`src/rtl/usb_nrzi_tx.sv`:
```
// USB-style serial transmitter: takes packet words over a valid/ready
// handshake, sends them LSB-first behind an optional SYNC field, inserts
// stuffed zeros, NRZI-codes the stream onto d_plus/d_minus and closes each
// packet with an SE0/J end-of-packet.
//
// state   | meaning
// --------+------------------------------------------------------------
// IDLE    | line J, bit timer parked at 0, waiting for a word
// SYNC    | sending seven 0s then a 1 (line KJKJKJKK)
// DATA    | shifting out the current word, LSB first
// STUFF   | sending one inserted 0 after STUFF_LEN consecutive 1s
// EOP_SE0 | both lines low for EOP_SE0_BITS bit periods
// EOP_J   | one bit period of J before returning to IDLE

module usb_nrzi_tx #(
    parameter int DATA_W       = 8,
    parameter int CLKS_PER_BIT = 8,
    parameter int STUFF_LEN    = 6,
    parameter int SYNC_EN      = 1,
    parameter int EOP_SE0_BITS = 2
) (
    input  logic              clk,
    input  logic              rst,
    input  logic [DATA_W-1:0] tx_data,
    input  logic              tx_valid,
    input  logic              tx_last,
    output logic              tx_ready,
    output logic              busy,
    output logic              err_underrun,
    output logic              d_plus,
    output logic              d_minus
);

    localparam int TMR_W  = $clog2(CLKS_PER_BIT);
    localparam int IDX_W  = $clog2(DATA_W);
    localparam int ONES_W = $clog2(STUFF_LEN + 1);
    localparam int EOP_W  = $clog2(EOP_SE0_BITS + 1);

    localparam logic [TMR_W-1:0]  TMR_LAST = TMR_W'(CLKS_PER_BIT - 1);
    localparam logic [TMR_W-1:0]  TMR_PRE  = TMR_W'(CLKS_PER_BIT - 2);
    localparam logic [IDX_W-1:0]  IDX_LAST = IDX_W'(DATA_W - 1);
    localparam logic [ONES_W-1:0] ONES_MAX = ONES_W'(STUFF_LEN);
    localparam logic [EOP_W-1:0]  EOP_LAST = EOP_W'(EOP_SE0_BITS - 1);

    typedef enum logic [2:0] {
        IDLE    = 3'd0,
        SYNC    = 3'd1,
        DATA    = 3'd2,
        STUFF   = 3'd3,
        EOP_SE0 = 3'd4,
        EOP_J   = 3'd5
    } state_t;

    state_t            state;
    logic [TMR_W-1:0]  timer;
    logic [DATA_W-1:0] hold_data;
    logic              hold_last;
    logic              hold_full;
    logic [DATA_W-1:0] shifter;
    logic              cur_last;
    logic [IDX_W-1:0]  bit_idx;
    logic [2:0]        sync_cnt;
    logic [ONES_W-1:0] ones;
    logic [EOP_W-1:0]  eop_cnt;
    logic              line_j;

    logic              accept;
    logic              boundary;
    logic              bypass;
    logic              stuff_due;
    logic              word_end;
    logic              dp_step;
    logic              underrun_next;
    logic [DATA_W-1:0] start_data;
    logic              start_last;
    logic              step_to_stuff;
    logic              step_load;
    logic              step_eop;
    logic              launch_bit;
    logic              line_next;
    logic [ONES_W-1:0] ones_next;

    // Handshake, bit-boundary and underrun qualifiers.
    // err_underrun is registered, so it is decided one cycle ahead of the
    // boundary; the holding register can only fill (never drain) in that
    // cycle, so hold_full || accept is exactly its state at the boundary.
    always_comb begin
        tx_ready   = !hold_full &&
                     (state == IDLE || state == SYNC || state == DATA || state == STUFF);
        busy       = (state != IDLE);
        accept     = tx_valid && tx_ready;
        boundary   = (state != IDLE) && (timer == TMR_LAST);
        bypass     = (state == IDLE) && (SYNC_EN == 0) && !hold_full;
        stuff_due  = (ones == ONES_MAX);
        word_end   = (bit_idx == IDX_LAST);
        dp_step    = boundary &&
                     (state == DATA || state == STUFF || (state == SYNC && sync_cnt == 3'd7));
        start_data = hold_full ? hold_data : tx_data;
        start_last = hold_full ? hold_last : tx_last;
        underrun_next = (state == DATA || state == STUFF) && (timer == TMR_PRE) &&
                        !(state == DATA && stuff_due) && word_end && !cur_last &&
                        !hold_full && !accept;
    end

    // Choose the bit launched at the next boundary and its NRZI/ones effect.
    // After SYNC the shifter is marked as "word finished, not last" so the
    // first word is pulled from the holding register by the normal path.
    always_comb begin
        step_to_stuff = (state != STUFF) && stuff_due;
        step_load     = 1'b0;
        step_eop      = 1'b0;
        launch_bit    = 1'b0;
        if (!step_to_stuff) begin
            if (!word_end) begin
                launch_bit = shifter[1];
            end else if (!cur_last && hold_full) begin
                step_load  = 1'b1;
                launch_bit = hold_data[0];
            end else begin
                step_eop = 1'b1;
            end
        end
        if (state == IDLE) begin
            launch_bit = (SYNC_EN != 0) ? 1'b0 : start_data[0];
        end else if (state == SYNC && sync_cnt != 3'd7) begin
            launch_bit = (sync_cnt == 3'd6);
        end
        line_next = launch_bit ? line_j : !line_j;
        if (!launch_bit) begin
            ones_next = '0;
        end else if (stuff_due) begin
            ones_next = ONES_MAX;
        end else begin
            ones_next = ones + ONES_W'(1);
        end
    end

    // Transmit FSM: bit timer, line register, shifter and holding register.
    always_ff @(posedge clk) begin
        if (rst) begin
            state        <= IDLE;
            timer        <= '0;
            hold_data    <= '0;
            hold_last    <= 1'b0;
            hold_full    <= 1'b0;
            shifter      <= '0;
            cur_last     <= 1'b0;
            bit_idx      <= '0;
            sync_cnt     <= '0;
            ones         <= '0;
            eop_cnt      <= '0;
            line_j       <= 1'b1;
            d_plus       <= 1'b1;
            d_minus      <= 1'b0;
            err_underrun <= 1'b0;
        end else begin
            err_underrun <= underrun_next;
            timer        <= (state == IDLE || boundary) ? '0 : timer + TMR_W'(1);

            case (state)
                IDLE: begin
                    line_j  <= 1'b1;
                    d_plus  <= 1'b1;
                    d_minus <= 1'b0;
                    if (hold_full || accept) begin
                        ones    <= ONES_W'(launch_bit);
                        line_j  <= line_next;
                        d_plus  <= line_next;
                        d_minus <= !line_next;
                        if (SYNC_EN != 0) begin
                            state    <= SYNC;
                            sync_cnt <= '0;
                            bit_idx  <= IDX_LAST;
                            cur_last <= 1'b0;
                        end else begin
                            state     <= DATA;
                            shifter   <= start_data;
                            cur_last  <= start_last;
                            bit_idx   <= '0;
                            hold_full <= 1'b0;
                        end
                    end
                end
                SYNC: begin
                    if (boundary && sync_cnt != 3'd7) begin
                        sync_cnt <= sync_cnt + 3'd1;
                        ones     <= ones_next;
                        line_j   <= line_next;
                        d_plus   <= line_next;
                        d_minus  <= !line_next;
                    end
                end
                EOP_SE0: begin
                    if (boundary) begin
                        if (eop_cnt == EOP_LAST) begin
                            state   <= EOP_J;
                            line_j  <= 1'b1;
                            d_plus  <= 1'b1;
                            d_minus <= 1'b0;
                        end else begin
                            eop_cnt <= eop_cnt + EOP_W'(1);
                        end
                    end
                end
                EOP_J: begin
                    if (boundary) begin
                        state <= IDLE;
                    end
                end
                DATA, STUFF: begin
                end
                default: state <= IDLE;
            endcase

            if (dp_step) begin
                if (step_eop) begin
                    state   <= EOP_SE0;
                    eop_cnt <= '0;
                    d_plus  <= 1'b0;
                    d_minus <= 1'b0;
                end else begin
                    state   <= step_to_stuff ? STUFF : DATA;
                    ones    <= ones_next;
                    line_j  <= line_next;
                    d_plus  <= line_next;
                    d_minus <= !line_next;
                    if (step_load) begin
                        shifter   <= hold_data;
                        cur_last  <= hold_last;
                        bit_idx   <= '0;
                        hold_full <= 1'b0;
                    end else if (!step_to_stuff) begin
                        shifter <= shifter >> 1;
                        bit_idx <= bit_idx + IDX_W'(1);
                    end
                end
            end

            if (accept && !bypass) begin
                hold_data <= tx_data;
                hold_last <= tx_last;
                hold_full <= 1'b1;
            end
        end
    end

endmodule

```
`config.mk`:
```
export PLATFORM = sky130hd
export DESIGN_NAME = usb_nrzi_tx
export DESIGN_NICKNAME = d
export VERILOG_FILES = /design/src/rtl/usb_nrzi_tx.sv
export SDC_FILE = /design/constraint.sdc
export NUM_CORES = 1
export LEC_CHECK = 0
export BUFFER_PORTS_ARGS = -buffer_cell sky130_fd_sc_hd__buf_2
export CORE_MARGIN = 2
export CORE_UTILIZATION = 45
export DETAILED_ROUTE_END_ITERATION = 10
export PLACE_DENSITY = 0.61
export SKIP_CTS_REPAIR_TIMING = 1
export SLEW_MARGIN = 20
export SYNTH_ARGS = -nofsm -noshare
export SYNTH_HDL_FRONTEND = slang
export SYNTH_SLANG_ARGS = --single-unit
```
`constraint.sdc`:
```
create_clock -name clk -period 3.7 [get_ports clk]
set_input_delay 0.37 -clock clk [delete_from_list [all_inputs] [get_ports clk]]
set_output_delay 0.37 -clock clk [all_outputs]
set_load 0.01 [all_outputs]
```
==> flow_metrics.env, run 1 <==
export IMPL_fin_crit_sh_pct=61.5
export IMPL_yosysWarnings=0
export IMPL_routedWlPerCell_um=14.0
export IMPL_die_y_um=71.3
export IMPL_initial_utilization_pct=46.8
export IMPL_grt_pass1_wl_um=7600
export IMPL_finalSetupViolCount=0
export IMPL_cts_clk_slew_worst_paths_ns=0.08
export IMPL_synthFlopType="dfxtp_1"
export IMPL_tightest_slew_ns=1.02
export IMPL_die_w_um=71.3
export IMPL_clk_path_buf_depth=2
export IMPL_cts_root_buf="clkbuf_8"
export IMPL_final_antenna_net_count=0
export IMPL_crit_buf_inv=0
export IMPL_slew_headroom_pct=31.5
export IMPL_portBuffers=16
export IMPL_synth_edf_count=0
export IMPL_syn_inst=243
export IMPL_fmax_mhz=440
export IMPL_fp_row_count=24
export IMPL_fp_coreArea_um2=4350
export IMPL_hold_viol=0
export IMPL_finalNetCount=278
export IMPL_grt_overflow_total=0
export IMPL_leakagePower_uw=0.000895
export IMPL_whs_ns=0.307
export IMPL_crit_family="compound AO/OA/AOI/OAI gates"
export IMPL_crit_chain="ha_1 -> ha_1 -> and2b_1 -> nand2_2 -> a211oi_4 -> nor3_1 -> a2111oi_0"
export IMPL_outcome="completed"
export IMPL_via_per_inst=5.63
export IMPL_grt_max_degree=41
export IMPL_drcViolationCount=0
export IMPL_critPathMaxFanout=19
export IMPL_drv_cap=0
export IMPL_fin_skew_ns=0.00429
export IMPL_synth_seq_area_share_pct=38.3
export IMPL_dr_first_iter_drc_count=129
export IMPL_crit_arrival_ns=2.45
export IMPL_wirelength_um=4340
export IMPL_required_ns=3.88
export IMPL_syn_num_nets=265
export IMPL_htree_levels=2
export IMPL_cts_tree="done"
export IMPL_worst_path_largest_cell_delay_ns=0.57
export IMPL_final_setup_tns_ns=0
export IMPL_gp_congestion=0.812
export IMPL_cpMaxStageDelayCell="a211oi_4"
export IMPL_end_kind="register"
export IMPL_ys_types=58
export IMPL_area_growth_pct=9.14
export IMPL_post_place_ws_ns=1.41
export IMPL_numCtsBuffers=5
export IMPL_num_vias=1740
export IMPL_avgSynthCellArea_um2=8.39
export IMPL_slew_viol_final=0
export IMPL_clkLatencyLatePin_ns=0.29
export IMPL_irDropWorstVdd_uv=232
export IMPL_cts_sinks=39
export IMPL_n_antenna_cell=0
export IMPL_rsz0062_at_grt="no"
export IMPL_start_kind="register"
export IMPL_power_density_nw_per_um2=403
export IMPL_antenna_found_initial=0
export IMPL_grt_pass1_vias=1631
export IMPL_grt_usage_pct=18.7
export IMPL_hp_class="input pin to register"
export IMPL_async_flop_share_pct=0
export IMPL_io_pins=17
export IMPL_min_period_ns=2.27
export IMPL_die_area_um2=5090
export IMPL_cp_common_cell="ha_1"
export IMPL_ys_seq_elements=39
export IMPL_first_pass_iters=4
export IMPL_hpwl_um=3120
export IMPL_syn_cell_area_um2=2040
export IMPL_worst_slack_ns=1.43
export IMPL_drive_above_1_share_pct=13.2
export IMPL_critPathKind="register to register"
## cell usage after synthesis, drive strengths merged, types with 3 or more instances
| master | count | area, um^2 |
|---|---|---|
| ha | 10 | 125 |
| nand2 | 33 | 126 |
| nor2 | 25 | 93.8 |
| inv | 8 | 30.0 |
| clkbuf | 6 | 22.5 |
| o21ai | 7 | 38.8 |
| mux2i | 6 | 60.1 |
| a21oi | 23 | 119 |
| a21o | 5 | 37.5 |
| a211oi | 7 | 65.1 |
| nand2b | 5 | 31.3 |
| dfxtp | 39 | 781 |
| buf | 4 | 25.0 |
| nor2b | 6 | 37.5 |
| nand3 | 3 | 20.0 |
| or2 | 3 | 18.8 |
| nor3 | 9 | 45.0 |
| nand4 | 3 | 18.8 |
| and2b | 3 | 23.8 |
## routing by layer
metal	vias up	global-route usage, %	routed length, um
met2	24	30.9	2080
met4	0	6.92	60
met3	7	3.94	124
li1	896	-	-
met5	-	0	0
met1	813	24.1	2080
## cell type report
type                            instances  area (um^2)
Clock buffer                            5         68.8
Clock inverter                          3         20.0
Fill cell                             407         2130
Inverter                                8         30.0
Multi-Input combinational cell        186         1180
Sequential cell                        39          781
Tap cell                               52         65.1
Timing Repair Buffer                   16         80.1
## kinds of logic (layout without fill, tap and decap cells)
group,Yosys count,in the layout,share of synthesized area (%)
AND/OR/NAND/NOR,104,104,25.8
AO/OA/AOI/OAI,65,65,22.6
buffers and inverters,18,32,3.80
adder cells (fa/ha/maj),10,10,6.13
flip-flops,39,39,38.3
XOR/XNOR,1,1,0.430
multiplexers,6,6,2.94
## final timing paths
check | startpoint | end | slack [ns] | cells past startpoint
max | timer[0] | bit_idx[0] | 1.43 | 7
min | tx_data[3] | hold_data[3] | 0.31 | 3
max reg2reg | timer[0] | bit_idx[0] | 1.43 | 7
min reg2reg | timer[0] | timer[0] | 0.45 | 1
## flip-flops by register name, indices dropped and copies added, names as in the netlist, 2 cells and up
register / flops
bit_idx: 3
shifter: 7
sync_cnt: 3
state: 3
hold_data: 8
timer: 3
eop_cnt: 2
ones: 3
## worst register-to-register path, stage by stage (launching register included)
cell       delay [ns]
dfxtp_1          0.36
ha_1             0.16
ha_1             0.29
and2b_1          0.22
nand2_2          0.14
a211oi_4         0.57
nor3_1           0.10
a2111oi_0        0.32
## placed cells by master, fill, tap and decap left out, drive strengths merged, types with 2 or more instances in the layout
cell and n:
nor2 25, nor3b 2, mux2i 6, ha 10
inv 8, or3 2, a211oi 7, nor3 9
o21ai 7, clkbuf 5, a21oi 23, a2111oi 2
a21o 5, o32ai 2, dfxtp 39, and2b 3
nand2 33, nor4b 2, a31oi 2, nand2b 5
o311a 2, buf 16, nand3 3, nand4 3
o22ai 2, clkinvlp 2, or2 3, nor2b 6
o2111ai 2
## report_power, final
part	leakage (uW)	switching, uW	internal [uW]
clock	0.0000402	156	131
sequential	0.000318	25.8	444
combinational	0.000537	81.9	58.2
## stage by stage
stage               total power (uW)  cells  util, %  area, um^2
floorplan                        578    243        -        2040
global placement                 621    301     49.1        2140
detailed placement               621    301     49.1        2140
CTS                              908    309     51.1        2230
global route                     949    309     51.1        2230
finish                           897    309     51.1        2230
No activity file was read; power rests on OpenSTA's default activity.
==> run 2, diff against run 1 <==
--- a/config.mk
+++ b/config.mk
@@ -9,7 +9,7 @@
 export CORE_MARGIN = 2
 export CORE_UTILIZATION = 45
 export DETAILED_ROUTE_END_ITERATION = 10
-export PLACE_DENSITY = 0.61
+export PLACE_DENSITY = 0.63
 export SKIP_CTS_REPAIR_TIMING = 1
 export SLEW_MARGIN = 20
 export SYNTH_ARGS = -nofsm -noshare
==> constraint.sdc (replaced) <==
create_clock -name clk -period 1.9 [get_ports clk]
set_input_delay 0.19 -clock clk [delete_from_list [all_inputs] [get_ports clk]]
set_output_delay 0.19 -clock clk [all_outputs]
set_load 0.01 [all_outputs]
==> flow_metrics.env, run 2 (synthesis gave the netlist of run 1 again) <==
export IMPL_outcome="completed"
export IMPL_largest_reg_flops=8
export IMPL_tightest_slew_ns=0.790
export IMPL_clkPwrFrac_pct=30.9
export IMPL_htree_levels=2
export IMPL_min_period_ns=1.84
export IMPL_drcViolationCount=0
export IMPL_antenna_found_initial=0
export IMPL_grt_overflow_total=0
export IMPL_fp_row_count=24
export IMPL_cts_tree="done"
export IMPL_routedWlPerCell_um=14.8
export IMPL_placed_area_um2=2310
export IMPL_worst_slack_ns=0.0601
export IMPL_fp_coreArea_um2=4350
export IMPL_final_cell_area_um2=2630
export IMPL_dp_cells=324
export IMPL_rsz0062_at_grt="yes"
export IMPL_via_per_inst=5.60
export IMPL_die_w_um=71.3
export IMPL_num_vias=1911
export IMPL_crit_chain="ha_4 -> ha_4 -> buf_4 -> nor2b_2 -> o21ai_0 -> a2bb2oi_1 -> nor4b_2 -> a22oi_1"
export IMPL_power_uw=1860
export IMPL_finalSetupViolCount=0
export IMPL_initial_utilization_pct=46.8
export IMPL_hp_class="input pin to register"
export IMPL_area_growth_pct=28.8
export IMPL_cts_clk_slew_worst_paths_ns=0.09
export IMPL_fin_util_pct=60.3
export IMPL_critPathKind="register to register"
export IMPL_wl_met2_um=2570
export IMPL_first_pass_iters=4
export IMPL_met1Wirelength_um=2250
export IMPL_n_antenna_cell=0
export IMPL_final_cell_mix="34 x dfxtp_1, 32 x nand2_1, 29 x buf_4, 25 x nor2_1, 22 x a21oi_1"
export IMPL_end_kind="register"
export IMPL_top_regs="hold_data x8, shifter x7"
export IMPL_post_place_ws_ns=-0.0920
export IMPL_clkLatencyLatePin_ns=0.30
export IMPL_leakagePower_uw=0.00107
export IMPL_io_pins=17
export IMPL_fin_skew_ns=0.00965
export IMPL_worst_path_largest_cell_delay_ns=0.37
export IMPL_wirelength_um=5040
export IMPL_numCtsBuffers=5
export IMPL_finalNetCount=310
export IMPL_grt_usage_pct=20.4
export IMPL_clk_path_buf_depth=2
export IMPL_drive_above_1_share_pct=30.4
export IMPL_grt_pass1_vias=1746
export IMPL_grt_pass1_wl_um=8220
export IMPL_p_seq_share_pct=49.0
export IMPL_drv_cap=0
export IMPL_slew_headroom_pct=47.3
export IMPL_dr_first_iter_drc_count=94
export IMPL_cpMaxStageDelayCell="dfxtp_2"
export IMPL_top_register="hold_data"
export IMPL_power_frac_comb_pct=20.1
export IMPL_p_switching_uw=563
export IMPL_gp_congestion=0.882
export IMPL_layout_cells_non_filler=341
export IMPL_slew_viol_final=0
export IMPL_final_common_cell="dfxtp_1"
export IMPL_p_sw_share_pct=30.3
export IMPL_cts_root_buf="clkbuf_8"
export IMPL_power_density_nw_per_um2=707
export IMPL_portBuffers=16
export IMPL_power_internal_uw=1290
export IMPL_highest_layer="met4"
export IMPL_cp_common_cell="ha_4"
export IMPL_hpwl_um=3450
export IMPL_grt_max_degree=41
export IMPL_start_kind="register"
export IMPL_die_area_um2=5090
export IMPL_die_y_um=71.3
export IMPL_irDropWorstVdd_uv=415
export IMPL_fin_crit_sh_pct=96.8
export IMPL_met3_length_um=167
export IMPL_critPathMaxFanout=8
export IMPL_final_antenna_net_count=0
export IMPL_crit_arrival_ns=2.03
export IMPL_required_ns=2.09
export IMPL_fmax_mhz=543
export IMPL_cts_sinks=39
export IMPL_hold_viol=0
## run 2: changes by cell type in the layout (fill, tap and decap cells not counted), sizes merged
cell / previous run / this run
buf: 16 / 48
## run 2: through the flow
step / setup TNS [ns] / hold WS, ns
after CTS: -0.485 / 0.116
after global placement: -0.208 / 0.430
after global routing: -0.0859 / 0.122
after detailed placement: -0.237 / 0.438
final: 0 / 0.122
after floorplan: 0 / 0.326
## run 2: per-layer routing
| layer | vias to the layer above | GRT usage (%) |
|---|---|---|
| li1 | 965 | - |
| met1 | 908 | 25.8 |
| met2 | 33 | 33.5 |
| met3 | 5 | 5.20 |
| met4 | 0 | 7.76 |
| met5 | - | 0 |
## run 2: worst max-delay path: cells and delay by family (launching register included)
kind,cells,cell delay (ns)
compound gates,3,0.49
buf+inv,1,0.14
flops,1,0.37
fa+ha+maj,2,0.27
simple gates,2,0.46
## run 2: final timing paths
check / start / slack, ns / cells past startpoint / endpoint
worst max-delay path: timer[0] / 0.06 / 8 / line_j
worst min-delay path: tx_data[5] / 0.12 / 3 / hold_data[5]
worst max register to register: timer[0] / 0.06 / 8 / line_j
worst min register to register: hold_last / 0.46 / 2 / hold_last
## run 2: final cells by class
class / count / area (um^2)
clock buffers: 5 / 68.8
clock inverters: 3 / 20.0
fillers: 398 / 1730
inverters: 8 / 30.0
multi-input cells: 186 / 1330
flip-flops and latches: 39 / 792
well taps: 52 / 65.1
repair buffers: 48 / 325
## run 2: power by group through the flow
stage	registers (uW)	clock network [uW]	logic (uW)
after floorplan	917	0	208
after global placement	922	0	345
after detailed placement	922	0	347
after CTS	903	581	350
after global routing	916	612	416
final	910	573	373
==> run 3, diff against run 2 <==
==> constraint.sdc (replaced) <==
create_clock -name clk -period 1.9 [get_ports clk]
set_input_delay 0.38 -clock clk [delete_from_list [all_inputs] [get_ports clk]]
set_output_delay 0.38 -clock clk [all_outputs]
set_load 0.01 [all_outputs]
==> flow_metrics.env, run 3 (synthesis gave the netlist of run 1 again) <==
export IMPL_cts_tree="done"
export IMPL_fin_util_pct=60.0
export IMPL_violations="setup timing"
export IMPL_start_kind="register"
export IMPL_gp_congestion=0.849
export IMPL_critPathKind="register to register"
export IMPL_cp_common_cell="buf_4"
export IMPL_final_antenna_net_count=0
export IMPL_antenna_found_initial=0
export IMPL_htree_levels=2
export IMPL_die_area_um2=5090
export IMPL_irDropWorstVdd_uv=386
export IMPL_first_pass_iters=4
export IMPL_n_antenna_cell=0
export IMPL_post_place_ws_ns=-0.0393
export IMPL_hp_class="input pin to register"
export IMPL_initial_utilization_pct=46.8
export IMPL_grt_pass1_vias=1743
export IMPL_worst_slack_ns=-0.0216
export IMPL_slew_headroom_pct=64.8
export IMPL_finalSetupViolCount=1
export IMPL_tightest_slew_ns=0.528
export IMPL_clkLatencyLatePin_ns=0.28
export IMPL_top_register="hold_data"
export IMPL_whs_ns=0.326
export IMPL_drcViolationCount=0
export IMPL_fin_skew_ns=0.00412
export IMPL_fmax_mhz=520
export IMPL_rsz0062_at_grt="yes"
export IMPL_cts_sinks=39
export IMPL_power_uw=1930
export IMPL_largest_reg_flops=8
export IMPL_ff_latch_area_um2=786
export IMPL_critPathMaxFanout=4
export IMPL_min_period_ns=1.92
export IMPL_area_growth_pct=28.0
export IMPL_fp_row_count=24
export IMPL_final_common_cell="dfxtp_1"
export IMPL_drive_above_1_share_pct=29.2
export IMPL_worst_path_largest_cell_delay_ns=0.49
export IMPL_hold_viol=0
export IMPL_required_ns=2.06
export IMPL_holdPathEnd="hold_data[3]"
export IMPL_num_vias=1886
export IMPL_cts_clk_slew_worst_paths_ns=0.08
export IMPL_grt_overflow_total=0
export IMPL_crit_chain="buf_4 -> inv_1 -> ha_1 -> nand3_1 -> a2111oi_2 -> a31oi_2 -> buf_4 -> a21oi_1 -> o211ai_1"
export IMPL_leakagePower_uw=0.00108
export IMPL_r2r_cells=9
export IMPL_wirelength_um=4970
export IMPL_power_density_nw_per_um2=740
export IMPL_end_kind="register"
export IMPL_fin_crit_sh_pct=101
export IMPL_rr_startpoint="sync_cnt[0]"
export IMPL_slew_viol_final=0
export IMPL_grt_usage_pct=19.5
export IMPL_final_cell_mix="35 x dfxtp_1, 31 x nand2_1, 30 x buf_4, 25 x nor2_1, 22 x a21oi_1"
export IMPL_rrSetupSlack_ns=-0.02
export IMPL_numCtsBuffers=5
export IMPL_routedWlPerCell_um=14.6
export IMPL_min_delay_start="tx_data[3]"
export IMPL_dr_first_iter_drc_count=97
export IMPL_fp_coreArea_um2=4350
export IMPL_finalNetCount=310
export IMPL_cpMaxStageDelayCell="a2111oi_2"
export IMPL_layout_cells_non_filler=340
export IMPL_die_w_um=71.3
export IMPL_cts_root_buf="clkbuf_8"
export IMPL_dp_cells=324
export IMPL_grt_max_degree=28
export IMPL_whs_path_depth=3
export IMPL_die_y_um=71.3
export IMPL_portBuffers=16
export IMPL_crit_arrival_ns=2.09
export IMPL_clk_path_buf_depth=2
export IMPL_io_pins=17
export IMPL_outcome="finished with violations"
export IMPL_grt_pass1_wl_um=7910
export IMPL_r2r_end="d_plus"
export IMPL_drv_cap=0
export IMPL_fillers=390
export IMPL_hpwl_um=3390
export IMPL_multiInputGateArea_um2=1300
export IMPL_top_regs="hold_data x8, shifter x7"
export IMPL_via_per_inst=5.55
run 3: cell count changes in the layout (fill, tap and decap cells not counted), sizes merged:
| cell | change |
|---|---|
| clkinvlp | -1 |
| clkinv | -1 |
| bufinv | +1 |
run 3: critical path: cells and delay by family, from the launching register on:
| kind | cells | cell delay [ns] |
|---|---|---|
| AOI/OAI and AO/OA | 4 | 0.83 |
| buffers and inverters | 3 | 0.36 |
| DFF | 1 | 0.34 |
| and+or+nand+nor | 1 | 0.15 |
| adders and majority gates | 1 | 0.14 |
run 3: worst max path at each step:
| stage | endpoint | from | cells past startpoint |
|---|---|---|---|
| 2_1_floorplan | d_minus | bit_idx[0] | 8 |
| 3_3_place_gp | bit_idx[0] | sync_cnt[1] | 7 |
| 3_5_place_dp | bit_idx[0] | sync_cnt[0] | 7 |
| 4_1_cts | bit_idx[0] | sync_cnt[0] | 7 |
| 5_1_grt | d_plus | sync_cnt[0] | 9 |
| 6_report | d_plus | sync_cnt[0] | 9 |
run 3: layer usage:
metal / wire (um) / global-route usage (%) / up-vias
li1: - / - / 958
met1: 2230 / 23.9 / 884
met2: 2510 / 34.1 / 36
met3: 151 / 4.22 / 8
met4: 80 / 6.50 / 0
met5: 0 / 0 / -
run 3: where the power goes:
part           switching (uW)  internal [uW]
sequential               41.3            866
clock                     285            384
combinational             198            159
run 3: layout make-up:
| type | instances | area share [%] |
|---|---|---|
| clock buffer | 5 | 2.64 |
| timing repair buffer | 48 | 12.3 |
| tap | 52 | 2.49 |
| multi-input combinational | 186 | 49.9 |
| clock inverter | 2 | 1.44 |
| sequential | 39 | 30.1 |
| inverter | 8 | 1.15 |
run 3: metrics by stage:
step	TNS, ns	instance area, um^2
final	-0.0216	2610
after global routing	-0.291	2610
after CTS	-0.295	2420
after detailed placement	-0.0621	2310
after global placement	-0.0429	2310
after floorplan	0	2040
